<file path="src/rtl/datapath_out_ctrl_if.sv">
// CPU-cycle handshake and datapath-control bundle for datapath_out_ctrl.
interface datapath_out_ctrl_if;
    // cycle request and bus status
    logic CYC_START;
    logic CYC_RW;
    logic CYC_SRC;
    logic PORT16;
    logic AS_;
    logic FIFO_EMPTY;
    // data-bus enables, mux selects and handshake results
    logic DOEH_;
    logic DOEL_;
    logic F2CPUL;
    logic F2CPUH;
    logic S2CPU;
    logic BRIDGEOUT;
    logic PAS;
    logic FIFO_POP;
    logic CPU_ACK;
    logic BERR;

    // requester side: issues cycles, observes the datapath controls
    modport master (
        output CYC_START, CYC_RW, CYC_SRC, PORT16, AS_, FIFO_EMPTY,
        input  DOEH_, DOEL_, F2CPUL, F2CPUH, S2CPU, BRIDGEOUT,
        input  PAS, FIFO_POP, CPU_ACK, BERR
    );

    // controller side
    modport slave (
        input  CYC_START, CYC_RW, CYC_SRC, PORT16, AS_, FIFO_EMPTY,
        output DOEH_, DOEL_, F2CPUL, F2CPUH, S2CPU, BRIDGEOUT,
        output PAS, FIFO_POP, CPU_ACK, BERR
    );
endinterface

</file>
<file path="src/rtl/datapath_out_ctrl.sv">
// Read-data output controller: sequences register reads and FIFO reads onto
// the CPU data bus, with a bounded FIFO wait that ends in a bus error.
module datapath_out_ctrl #(
    parameter int unsigned WAIT_MAX = 64
) (
    input  logic         SCLK,
    input  logic         RST,
    datapath_out_ctrl_if.slave bus
);

    localparam int unsigned CNT_W = 8;
    localparam logic [CNT_W-1:0] CNT_LAST = CNT_W'(WAIT_MAX - 1);

    typedef enum logic [2:0] {
        IDLE  = 3'd0,
        REGRD = 3'd1,
        FWAIT = 3'd2,
        LATCH = 3'd3,
        DRIVE = 3'd4,
        TERM  = 3'd5
    } state_t;

    state_t           state;
    state_t           next_state;
    logic [CNT_W-1:0] wait_cnt;
    logic [CNT_W-1:0] wait_cnt_d;
    logic             src_q;
    logic             src_d;
    logic             port16_q;
    logic             port16_d;
    logic             timeout;

    logic doeh_d;
    logic doel_d;
    logic f2cpul_d;
    logic f2cpuh_d;
    logic s2cpu_d;
    logic bridgeout_d;
    logic pas_d;
    logic fifo_pop_d;
    logic cpu_ack_d;
    logic berr_d;

    // State, wait counter and captured cycle attributes
    always_ff @(posedge SCLK or posedge RST) begin
        if (RST) begin
            state    <= IDLE;
            wait_cnt <= '0;
            src_q    <= 1'b0;
            port16_q <= 1'b0;
        end else begin
            state    <= next_state;
            wait_cnt <= wait_cnt_d;
            src_q    <= src_d;
            port16_q <= port16_d;
        end
    end

    // Next state; address-strobe release outranks FIFO arrival and timeout
    always_comb begin
        next_state = state;
        wait_cnt_d = wait_cnt;
        src_d      = src_q;
        port16_d   = port16_q;
        timeout    = 1'b0;
        case (state)
            IDLE: begin
                if (bus.CYC_START && bus.CYC_RW) begin
                    src_d      = bus.CYC_SRC;
                    port16_d   = bus.PORT16;
                    wait_cnt_d = '0;
                    if (!bus.CYC_SRC) begin
                        next_state = REGRD;
                    end else if (!bus.FIFO_EMPTY) begin
                        next_state = LATCH;
                    end else begin
                        next_state = FWAIT;
                    end
                end
            end
            REGRD, DRIVE: begin
                if (bus.AS_) begin
                    next_state = TERM;
                end
            end
            FWAIT: begin
                if (bus.AS_) begin
                    next_state = TERM;
                end else if (!bus.FIFO_EMPTY) begin
                    next_state = LATCH;
                end else if (wait_cnt == CNT_LAST) begin
                    next_state = TERM;
                    timeout    = 1'b1;
                end else begin
                    wait_cnt_d = wait_cnt + CNT_W'(1);
                end
            end
            LATCH: begin
                next_state = bus.AS_ ? TERM : DRIVE;
            end
            TERM: begin
                next_state = IDLE;
            end
            default: begin
                next_state = IDLE;
            end
        endcase
    end

    // Output decode for the state being entered; the source bit keeps the
    // register and FIFO selects mutually exclusive by construction
    always_comb begin
        doeh_d      = 1'b1;
        doel_d      = 1'b1;
        f2cpul_d    = 1'b0;
        f2cpuh_d    = 1'b0;
        s2cpu_d     = 1'b0;
        bridgeout_d = 1'b0;
        pas_d       = 1'b0;
        fifo_pop_d  = 1'b0;
        cpu_ack_d   = 1'b0;
        berr_d      = timeout;
        case (next_state)
            REGRD: begin
                if (!src_d) begin
                    s2cpu_d   = 1'b1;
                    doeh_d    = 1'b0;
                    doel_d    = 1'b0;
                    cpu_ack_d = (state == REGRD);
                end
            end
            LATCH: begin
                pas_d      = 1'b1;
                fifo_pop_d = 1'b1;
            end
            DRIVE: begin
                if (src_d) begin
                    f2cpul_d  = 1'b1;
                    doeh_d    = 1'b0;
                    cpu_ack_d = (state == DRIVE);
                    if (port16_d) begin
                        bridgeout_d = 1'b1;
                    end else begin
                        f2cpuh_d = 1'b1;
                        doel_d   = 1'b0;
                    end
                end
            end
            default: begin
            end
        endcase
    end

    // Registered outputs; reset releases the bus immediately
    always_ff @(posedge SCLK or posedge RST) begin
        if (RST) begin
            bus.DOEH_     <= 1'b1;
            bus.DOEL_     <= 1'b1;
            bus.F2CPUL    <= 1'b0;
            bus.F2CPUH    <= 1'b0;
            bus.S2CPU     <= 1'b0;
            bus.BRIDGEOUT <= 1'b0;
            bus.PAS       <= 1'b0;
            bus.FIFO_POP  <= 1'b0;
            bus.CPU_ACK   <= 1'b0;
            bus.BERR      <= 1'b0;
        end else begin
            bus.DOEH_     <= doeh_d;
            bus.DOEL_     <= doel_d;
            bus.F2CPUL    <= f2cpul_d;
            bus.F2CPUH    <= f2cpuh_d;
            bus.S2CPU     <= s2cpu_d;
            bus.BRIDGEOUT <= bridgeout_d;
            bus.PAS       <= pas_d;
            bus.FIFO_POP  <= fifo_pop_d;
            bus.CPU_ACK   <= cpu_ack_d;
            bus.BERR      <= berr_d;
        end
    end

endmodule

</file>
<file path="src/flat_wrapper.sv">
// flat-port wrapper written by rule: the top's interface ports become plain ports
module datapath_out_ctrl_flat 
#(
    parameter int unsigned WAIT_MAX = 64
)
  (SCLK, RST, bus_CYC_START, bus_CYC_RW, bus_CYC_SRC, bus_PORT16, bus_AS_, bus_FIFO_EMPTY, bus_DOEH_, bus_DOEL_, bus_F2CPUL, bus_F2CPUH, bus_S2CPU, bus_BRIDGEOUT, bus_PAS, bus_FIFO_POP, bus_CPU_ACK, bus_BERR);
  datapath_out_ctrl_if bus_i ();
  input  logic SCLK;
  input  logic RST;
  input wire logic [$bits(bus_i.CYC_START)-1:0] bus_CYC_START;
  input wire logic [$bits(bus_i.CYC_RW)-1:0] bus_CYC_RW;
  input wire logic [$bits(bus_i.CYC_SRC)-1:0] bus_CYC_SRC;
  input wire logic [$bits(bus_i.PORT16)-1:0] bus_PORT16;
  input wire logic [$bits(bus_i.AS_)-1:0] bus_AS_;
  input wire logic [$bits(bus_i.FIFO_EMPTY)-1:0] bus_FIFO_EMPTY;
  output wire logic [$bits(bus_i.DOEH_)-1:0] bus_DOEH_;
  output wire logic [$bits(bus_i.DOEL_)-1:0] bus_DOEL_;
  output wire logic [$bits(bus_i.F2CPUL)-1:0] bus_F2CPUL;
  output wire logic [$bits(bus_i.F2CPUH)-1:0] bus_F2CPUH;
  output wire logic [$bits(bus_i.S2CPU)-1:0] bus_S2CPU;
  output wire logic [$bits(bus_i.BRIDGEOUT)-1:0] bus_BRIDGEOUT;
  output wire logic [$bits(bus_i.PAS)-1:0] bus_PAS;
  output wire logic [$bits(bus_i.FIFO_POP)-1:0] bus_FIFO_POP;
  output wire logic [$bits(bus_i.CPU_ACK)-1:0] bus_CPU_ACK;
  output wire logic [$bits(bus_i.BERR)-1:0] bus_BERR;
  assign bus_i.CYC_START = bus_CYC_START;
  assign bus_i.CYC_RW = bus_CYC_RW;
  assign bus_i.CYC_SRC = bus_CYC_SRC;
  assign bus_i.PORT16 = bus_PORT16;
  assign bus_i.AS_ = bus_AS_;
  assign bus_i.FIFO_EMPTY = bus_FIFO_EMPTY;
  assign bus_DOEH_ = bus_i.DOEH_;
  assign bus_DOEL_ = bus_i.DOEL_;
  assign bus_F2CPUL = bus_i.F2CPUL;
  assign bus_F2CPUH = bus_i.F2CPUH;
  assign bus_S2CPU = bus_i.S2CPU;
  assign bus_BRIDGEOUT = bus_i.BRIDGEOUT;
  assign bus_PAS = bus_i.PAS;
  assign bus_FIFO_POP = bus_i.FIFO_POP;
  assign bus_CPU_ACK = bus_i.CPU_ACK;
  assign bus_BERR = bus_i.BERR;
  datapath_out_ctrl #(.WAIT_MAX(WAIT_MAX)) u_core (.SCLK(SCLK), .RST(RST), .bus(bus_i));
endmodule
</file>
<file path="config.mk">
export PLATFORM = sky130hd
export DESIGN_NAME = datapath_out_ctrl_flat
export DESIGN_NICKNAME = d
export VERILOG_FILES = /design/src/rtl/datapath_out_ctrl_if.sv /design/src/rtl/datapath_out_ctrl.sv /design/src/flat_wrapper.sv
export SDC_FILE = /design/constraint.sdc
export NUM_CORES = 1
export LEC_CHECK = 0
export ABC_AREA = 1
export CORE_ASPECT_RATIO = 1.2
export CORE_MARGIN = 10
export CORE_UTILIZATION = 35
export DETAILED_ROUTE_END_ITERATION = 8
export MAX_ROUTING_LAYER = met4
export PLACE_DENSITY_LB_ADDON = 0.05
export SLEW_MARGIN = 10
export SYNTH_ARGS = -nofsm -noshare
export SYNTH_HDL_FRONTEND = slang
export SYNTH_SLANG_ARGS = --single-unit
</file>
<file path="constraint.sdc">
create_clock -name SCLK -period 1.4 [get_ports SCLK]
set_clock_uncertainty 0.05 [all_clocks]
set_input_delay 0.21 -clock SCLK [delete_from_list [all_inputs] [get_ports SCLK]]
set_output_delay 0.21 -clock SCLK [all_outputs]
set_load 0.01 [all_outputs]
</file>
# Yosys cells after proc, flatten, opt, wreduce, memory -nomap -nowiden
# Index checks and enable logic that the tools add are counted.
# word_totals
register_bits,22
latch_bits,0
mem_bits_rw,0
mem_bits_ro,0
input_bits,8
out_inout_bits,10
elab_cells,70
memories,0
# op_classes
add_sub_neg,1
multipliers,0
div_mod_pow,0
n_lt_le_gt_ge,0
eq_ne,12
shifts,0
muxes,39
n_bitwise,0
reduce_logical,5
# op_table
op,n
$mux 8,4
$mux 1,24
$mux 3,6
$pmux 8 s2,1
$pmux 3 s4,1
$eq 3x2->1 const B,3
$add 8x1->8 const B,1
$eq 8x6->1 const B,1
$eq 3x1->1 const B,2
$eq 3x3->1 const B,2
$ne 2x2->1 const B,3
$pmux 1 s2,3
$reduce_and 5->1,1
$logic_not 3->1,1
$ne 2x1->1 const B,1
$reduce_bool 2->1,1
$reduce_or 2->1,1
$logic_and 1x1->1,1

# Depth between registers and ports, before layout
# Gate-level depths: netlist of the first run.
# depth
depth_word,7
ltp_mapped,11
ltp_nobuf,11

# Worst setup path before layout of the first run
# OpenSTA, ideal clock, no wires.
# synth_path
path_kind,flip-flop to flip-flop
start,reg u_core.wait_cnt[1]
end,reg u_core.bus.DOEH_
setup_time_ns,0.073
t_arrival_ns,1.343
required_time_ns,1.277
slack_ns,-0.066
path_stages_with_launch,9
path_buffers,0
synth_period_minus_slack_ns,1.466
cell_sequence,dfrtp_1 > ha_1 > nand2_1 > nor2_1 > nand3_2 > a21oi_4 > nand4_1 > nand2_1 > inv_1
# synth_between
elab_chain_len,7
elab_cells_between_ends,8
cone_classes,3 x eq/ne; 5 x mux
# synth_lines
element,line_no,rtl
"start, declared",datapath_out_ctrl.sv:25,logic [CNT_W-1:0] wait_cnt;
"start signal, assigned",datapath_out_ctrl.sv:53,wait_cnt <= wait_cnt_d;
$eq 8x6->1 (*),datapath_out_ctrl.sv:91,end else if (wait_cnt == CNT_LAST) begin
$mux 3 (*),datapath_out_ctrl.sv:91,
$mux 3 (*),datapath_out_ctrl.sv:89,end else if (!bus.FIFO_EMPTY) begin
$mux 3 (*),datapath_out_ctrl.sv:87,if (bus.AS_) begin
$pmux 3 s4 (*),datapath_out_ctrl.sv:66,case (state)
$eq 3x3->1 or $eq 3x1->1 (tied branches),datapath_out_ctrl.sv:123,case (next_state)
$pmux 1 s2 (*),datapath_out_ctrl.sv:123,
named net u_core.doeh_d,datapath_out_ctrl.sv:33,logic doeh_d;
"end signal, assigned",datapath_out_ctrl.sv:168,bus.DOEH_ <= doeh_d;
"end, declared",datapath_out_ctrl_if.sv:32,"output DOEH_, DOEL_, F2CPUL, F2CPUH, S2CPU, BRIDGEOUT,"
# The timed path passes the listed nets; every way through them passes the cells marked *.
# A chain may end at the register's enable or synchronous reset.

# Worst setup path in the final report of the first run
# layout_path
start,reg u_core.state[1]
end,reg u_core.bus.DOEL_
# layout_between
elab_chain_len,6
elab_cells_between_ends,20
cone_classes,6 x eq/ne; 12 x mux; 2 x reduce/logical
# layout_lines
element,line_no,rtl
"start, declared",datapath_out_ctrl.sv:23,state_t state;
"start signal, assigned",datapath_out_ctrl.sv:52,state <= next_state;
$mux 3,datapath_out_ctrl.sv:91,
$mux 3,datapath_out_ctrl.sv:89,
$mux 3,datapath_out_ctrl.sv:87,
$pmux 3 s4,datapath_out_ctrl.sv:66,
$eq 3x3->1 or $eq 3x1->1 (tied branches),datapath_out_ctrl.sv:123,
$pmux 1 s2 (*),datapath_out_ctrl.sv:123,
named net u_core.doel_d,datapath_out_ctrl.sv:34,logic doel_d;
"end signal, assigned",datapath_out_ctrl.sv:169,bus.DOEL_ <= doel_d;
"end, declared",datapath_out_ctrl_if.sv:32,
# Marked as above.

==> flow_summary.ini, run 1 <==
[run_status]
status = complete, but fails checks
violations = negative setup slack

[layout]
final_util_pct = 56.1
antenna_cells = 0
fillers = 301
nets = 214
fin_area_sq_mm = 0.00187
drive_above_1_share_pct = 37.7
syn2layout_area_growth_pct = 53.8

[floorplanning]
coreArea_sq_mm = 0.00334
rows = 23
ioPinCount = 18
dieHeight_um = 84.6
dieArea_sq_mm = 0.00625
dieWidth_um = 73.9
initial_utilization_pct = 36.5

[place]
hpwl_mm = 2.23
io_buffer_count = 17
gp_congestion = 0.843
postPlaceCellArea_sq_mm = 0.00164

[drt]
wirelength_mm = 3.08
dr.pass1.iters = 4
drt_iter0_drc = 34
vias_per_cell = 4.76
vias = 1148
final_antenna_net_count = 0
drc = 0
detail_route.wl_per_cell_um = 12.8

[sta]
fin_ws_ps = -121
fin_crit_sh_pct = 109
tightest_slew_ps = 280
setup_viol = 17
setup_tns_ps = -1180
finalHoldViolations = 0
relSlewSlack_pct = 81.2
finalCriticalPeriod_ps = 1520
fmax_mhz = 658
final-max-slew-violation-count = 0
rsz0062_at_grt = yes

[logic_synthesis]
synthesis.nets = 159
ys_seq_elements = 22
syn-cell-area_sq_mm = 0.00122
synthCells = 150
yosys_warnings = 0
synth.avg_cell_area_sq_um = 8.12
yosysSeqAreaShare_pct = 45.4
ys_top_cells_by_area = dfrtp_1, nand2_1, inv_1
synth.distinct_cells = 26
yosys.area.top_type = dfrtp_1
yosysTopAreaCellShare_pct = 41.1

[worst_setup_path]
slowest_delay_ps = 430
crit_required_ps = 1550
crit_fanout = 3
crit_family = flip-flops
cp_slowest_cell = dfrtp_1
cp_data_arrival_time_ps = 1670
endpoint_kind = flip-flop
path_cells = inv_2 -> buf_4 -> nand3_2 -> nand2_1 -> o21ai_1 -> inv_1 -> a21oi_1 -> nand4_1 -> nand2_1 -> inv_1
crit_path_start_kind = flip-flop
crit_type = flip-flop to flip-flop
crit_buf_inv = 4

[flow_run]
drv_cap = 0

[clock_network]
cts-root-buf = clkbuf_8
cts_tree = built
numCtsBuffers = 3
cts_buffer_depth = 2
ctsHtreeMaxLevel = 1
clk_pin_slew_ps = 80
clk_latency_ps = 260
postCtsHoldBufs = 0
cts_sinks = 22

[power_and_ir_drop]
ir_drop_mv = 0.938
pwr_density_cell_mw_per_mm2 = 1460
leakage_uw = 0.00104

[global_routing]
overflow = 0
grt_max_degree = 23
grt_pass1_wl_mm = 5.26
grt_usage_pct = 10.5
grt_pass1_vias = 1236
grt_antenna_before_repair = 0

[hold_path]
hold_path_class = input pin to asynchronous set/reset pin
[path summary, 6_finish.rpt]
check                              startpoint            endpoint  slack, ps  cells after the start
max in group asynchronous                 RST    u_core.bus.DOEH_        790                      3
max                           u_core.state[1]    u_core.bus.DOEL_       -120                     10
min in group SCLK          u_core.wait_cnt[7]  u_core.wait_cnt[7]        540                      2
max reg2reg                   u_core.state[1]    u_core.bus.DOEL_       -120                     10
min reg2reg                u_core.wait_cnt[7]  u_core.wait_cnt[7]        540                      2
min                                       RST  u_core.wait_cnt[7]        230                      3
[power breakdown]
part           switching [uW]  internal (uW)  leakage, uW  total, uW
clock                     215            382    0.0000357        597
combinational             678            597     0.000708       1270
sequential               88.3            771     0.000292        860
total                     981           1750      0.00104       2730
[cell usage after synthesis (all sizes together)]
| cell type | number |
|---|---|
| nor3 | 1 |
| or2 | 1 |
| dfstp | 2 |
| nand3 | 10 |
| a21oi | 2 |
| nand4 | 7 |
| o21ai | 4 |
| nand2 | 48 |
| inv | 26 |
| ha | 1 |
| buf | 2 |
| o31ai | 5 |
| nor2 | 15 |
| xnor2 | 3 |
| xor2 | 3 |
| dfrtp | 20 |
[worst register-to-register path, cell delays in order, from the launching register on]
cell	delay, ps
dfrtp_1	430
inv_2	80
buf_4	140
nand3_2	60
nand2_1	70
o21ai_1	110
inv_1	70
a21oi_1	160
nand4_1	160
nand2_1	90
inv_1	40
[cell usage in the layout, fill, tap and decap left out, types with 2 or more instances in the layout]
cell type        count
dlymetal6s2s_1       4
inv_1               21
o31ai_4              2
nor2_1               7
clkdlybuf4s50_1      7
nor2_2               3
xnor2_1              3
buf_4               33
nand4_1              6
nand3_1              6
inv_2                4
xor2_1               3
o31ai_2              3
clkbuf_8             3
nor2_4               5
nand2_1             40
dlygate4sd2_1        6
dfrtp_2              2
nand2_2              4
dfrtp_1             18
dfstp_2              2
o21ai_1              3
nand3_2              3
nand2_4              4
[layer usage]
| metal | track usage (%) | wire [um] | share of wire, % |
|---|---|---|---|
| met1 | 9.78 | 1090 | 36 |
| met2 | 19.9 | 1880 | 61 |
| met3 | 2.12 | 51 | 1.7 |
| met4 | 3.90 | 51 | 1.7 |
| met5 | - | 0 | 0 |
[flip-flops by register name, indices dropped and copies added (netlist names)]
register              flops
u_core.bus.BRIDGEOUT      1
u_core.bus.CPU_ACK        1
u_core.wait_cnt           8
u_core.bus.DOEH_          1
u_core.bus.S2CPU          1
u_core.state              3
u_core.src_q              1
u_core.bus.PAS            1
u_core.bus.F2CPUH         1
u_core.bus.BERR           1
u_core.port16_q           1
u_core.bus.F2CPUL         1
u_core.bus.DOEL_          1
[stage by stage]
stage	power (uW)	worst slack (ps)	instances	hold slack (ps)
after CTS	2740	-176	241	240
after global placement	2020	-254	231	516
after detailed placement	2020	-263	231	524
final	2730	-121	241	234
after global routing	2940	-240	241	256
after floorplan	1460	-16.7	150	148
[cell type report]
class	count	area [sq um]	share of cell area, %
well taps	37	46.3	2.47
clock inverters	1	30.0	1.60
inverters	26	100	5.34
multi-input cells	101	669	35.7
flip-flops and latches	22	556	29.6
repair buffers	51	432	23.0
clock buffers	3	41.3	2.20
[logic make-up (layout without fill, tap and decap cells)]
kind of cell,count (synthesis),after routing,synth area share [%]
AND/OR/NAND/NOR,82,83,32.0
buffers and inverters,28,81,9.55
flip-flops,22,22,45.4
AO/OA/AOI/OAI,11,11,7.70
XOR/XNOR,6,6,4.31
adder cells (fa/ha/maj),1,1,1.03
[what timing repair did]
item / in CTS / in global routing
buffers inserted: 5 / 0
gates resized for setup: 32 / 8
pin swaps: 13 / 6
cloned: 1 / 0
setup endpoints to repair: 23 / 23
Power figures use the tool's default switching activity.
==> run 2, diff against run 1 <==
--- a/config.mk
+++ b/config.mk
@@ -6,7 +6,7 @@
 export NUM_CORES = 1
 export LEC_CHECK = 0
 export ABC_AREA = 1
-export CORE_ASPECT_RATIO = 1.2
+export CORE_ASPECT_RATIO = 0.7
 export CORE_MARGIN = 10
 export CORE_UTILIZATION = 35
 export DETAILED_ROUTE_END_ITERATION = 8
@@ -16,3 +16,4 @@
 export SYNTH_ARGS = -nofsm -noshare
 export SYNTH_HDL_FRONTEND = slang
 export SYNTH_SLANG_ARGS = --single-unit
+export TNS_END_PERCENT = 20
==> run 2 against run 1 <==
- the flow still finishes with violations (negative setup slack)
- routed wire length grew 0.68%
- critical path depth shrank 2
- first-iteration DRC count increased by 2.9%
- via count decreased by 0.52%
- final cell count rose by 3.7%
- combinational power about the same
- design area down 1.3%
- die area grew 0.44%
- sequential power about the same
- critical path type unchanged
==> flow_summary.ini, run 2 (synthesized netlist as in run 1, its figures left out) <==
[clock_network]
cts_tree = built
cts_buffer_depth = 2
clk_pin_slew_ps = 90
ctsHtreeMaxLevel = 1
cts-root-buf = clkbuf_8
numCtsBuffers = 3
postCtsHoldBufs = 0
clk_latency_ps = 270
cts_sinks = 22

[drt]
top_layer = met4
wirelength_mm = 3.10
drt_iter0_drc = 35
vias = 1142
wirelength_met1_mm = 1.57
final_antenna_net_count = 0
drc = 0
vias_per_cell = 4.57
dr_wl_met3_um = 200
dr.pass1.iters = 4
detail_route.wl_per_cell_um = 12.4
wl_met2_mm = 1.28

[place]
io_buffer_count = 17
hpwl_mm = 2.33
dp_cells = 241
gp_congestion = 0.841
pre_cts_ws_ps = -336

[sta]
finalCriticalPeriod_ps = 1620
finalHoldViolations = 0
rsz0062_at_grt = yes
setup_viol = 18
fin_ws_ps = -218
final-max-slew-violation-count = 0
setup_tns_ps = -1930
fin_crit_sh_pct = 116
fmax_mhz = 618
relSlewSlack_pct = 81.9
tightest_slew_ps = 271

[worst_setup_path]
crit_required_ps = 1560
slowest_delay_ps = 370
regToRegEndpoint = u_core.bus.BRIDGEOUT
cp_data_arrival_time_ps = 1780
crit_path_start_kind = flip-flop
endpoint_kind = flip-flop
crit_fanout = 6
regToRegSetupSlack_ps = -220
worstRegToRegCells = 8
cp_slowest_cell = dfrtp_1
crit_type = flip-flop to flip-flop
reg2reg_from = u_core.wait_cnt[0]
path_cells = ha_2 -> nand2_2 -> nor2_4 -> nand3_4 -> a21oi_4 -> buf_4 -> nand4_4 -> nor2_2

[floorplanning]
initial_utilization_pct = 37.4
dieWidth_um = 90.5
coreArea_sq_mm = 0.00325
rows = 17
ioPinCount = 18
dieArea_sq_mm = 0.00628
dieHeight_um = 69.4

[global_routing]
grt_antenna_before_repair = 0
overflow = 0
grt_pass1_wl_mm = 5.17
grt_pass1_vias = 1126
grt_usage_pct = 10.1
grt_max_degree = 14

[layout]
drive_above_1_share_pct = 37.9
largest_reg_flops = 8
final-seq-area_sq_um = 554
multi_input_area_sq_um = 661
antenna_cells = 0
final_cell_mix = nand2_1, buf_4, inv_1
largestRegisters = u_core.wait_cnt x8, u_core.state x3
nets = 213
regMostFlops = u_core.wait_cnt
finalNonFillerCells = 250
final_common_cell = nand2_1
syn2layout_area_growth_pct = 51.8
fillers = 313

[power_and_ir_drop]
p_sw_share_pct = 37.1
comb_power_share_pct = 47.0
internal-power_uw = 1750
ir_drop_mv = 0.618
clkPwrFrac_pct = 22.1
p_sw_uw = 1030
leakage_uw = 0.000973
seqPwrFrac_pct = 30.9
p_total_uw = 2770
pwr_density_cell_mw_per_mm2 = 1500

[run_status]
status = complete, but fails checks
violations = negative setup slack

[flow_run]
drv_cap = 0

[hold_path]
hold_path_class = input pin to asynchronous set/reset pin
run 2: cell types whose count changed in the layout (fill, tap and decap cells not counted), moves of 2 or more:
cell            change
o31ai_4             -2
dlymetal6s2s_1      -4
nand2_2             +3
nand2_1             -3
dlygate4sd2_1       +4
run 2: how the worst max path moves through the flow:
stage | startpoint | endpoint | slack (ps) | cells after the start
floorplan | u_core.wait_cnt[1] | u_core.bus.DOEH_ | -20 | 8
global placement | bus_AS_ | u_core.bus.DOEL_ | -280 | 9
detailed placement | bus_AS_ | u_core.bus.DOEL_ | -340 | 9
CTS | u_core.wait_cnt[1] | u_core.bus.DOEL_ | -170 | 8
global route | u_core.wait_cnt[1] | u_core.bus.DOEH_ | -330 | 9
finish | u_core.wait_cnt[0] | u_core.bus.BRIDGEOUT | -220 | 8
run 2: per-stage QoR:
step	utilization (%)	area (sq um)	hold slack, ps
after floorplan	-	1230	148
after global placement	50.9	1660	408
after detailed placement	50.9	1660	416
after CTS	54.1	1760	117
after global routing	56.9	1850	127
final	56.9	1850	109
run 2: worst max-delay path, delay by kind of cell, from the launching register on:
family | cells | cell delay (ps)
compound gates | 1 | 250
fa+ha+maj | 1 | 190
buf+inv | 1 | 170
flops | 1 | 370
simple gates | 5 | 520
run 2: timing repair:
item,4_1_cts,5_1_grt
pin swaps,4,14
buffers inserted,0,4
hold endpoints to repair,0,0
gates resized for setup,20,18
setup endpoints to repair,26,18
cloned,1,0
run 2: power by group through the flow:
stage          clock (uW)  sequential, uW  combinational (uW)
2_1_floorplan           0             876                 578
4_1_cts               636             849                1190
3_5_place_dp            0             858                1170
6_report              612             857                1300
5_1_grt               655             871                1460
3_3_place_gp            0             861                1140
run 2: area by class of cell:
cell class	count	area share [%]
Clock buffer	3	2.23
Clock inverter	1	1.62
Inverter	26	5.41
Multi-Input combinational cell	101	35.7
Sequential cell	22	30.0
Tap cell	47	3.18
Timing Repair Buffer	50	21.9
run 2: layer usage:
metal  track usage, %  up-vias
li1                 -      579
met1             13.4      528
met2             14.0       28
met3             3.45        7
met4             3.48        0
met5                -        -
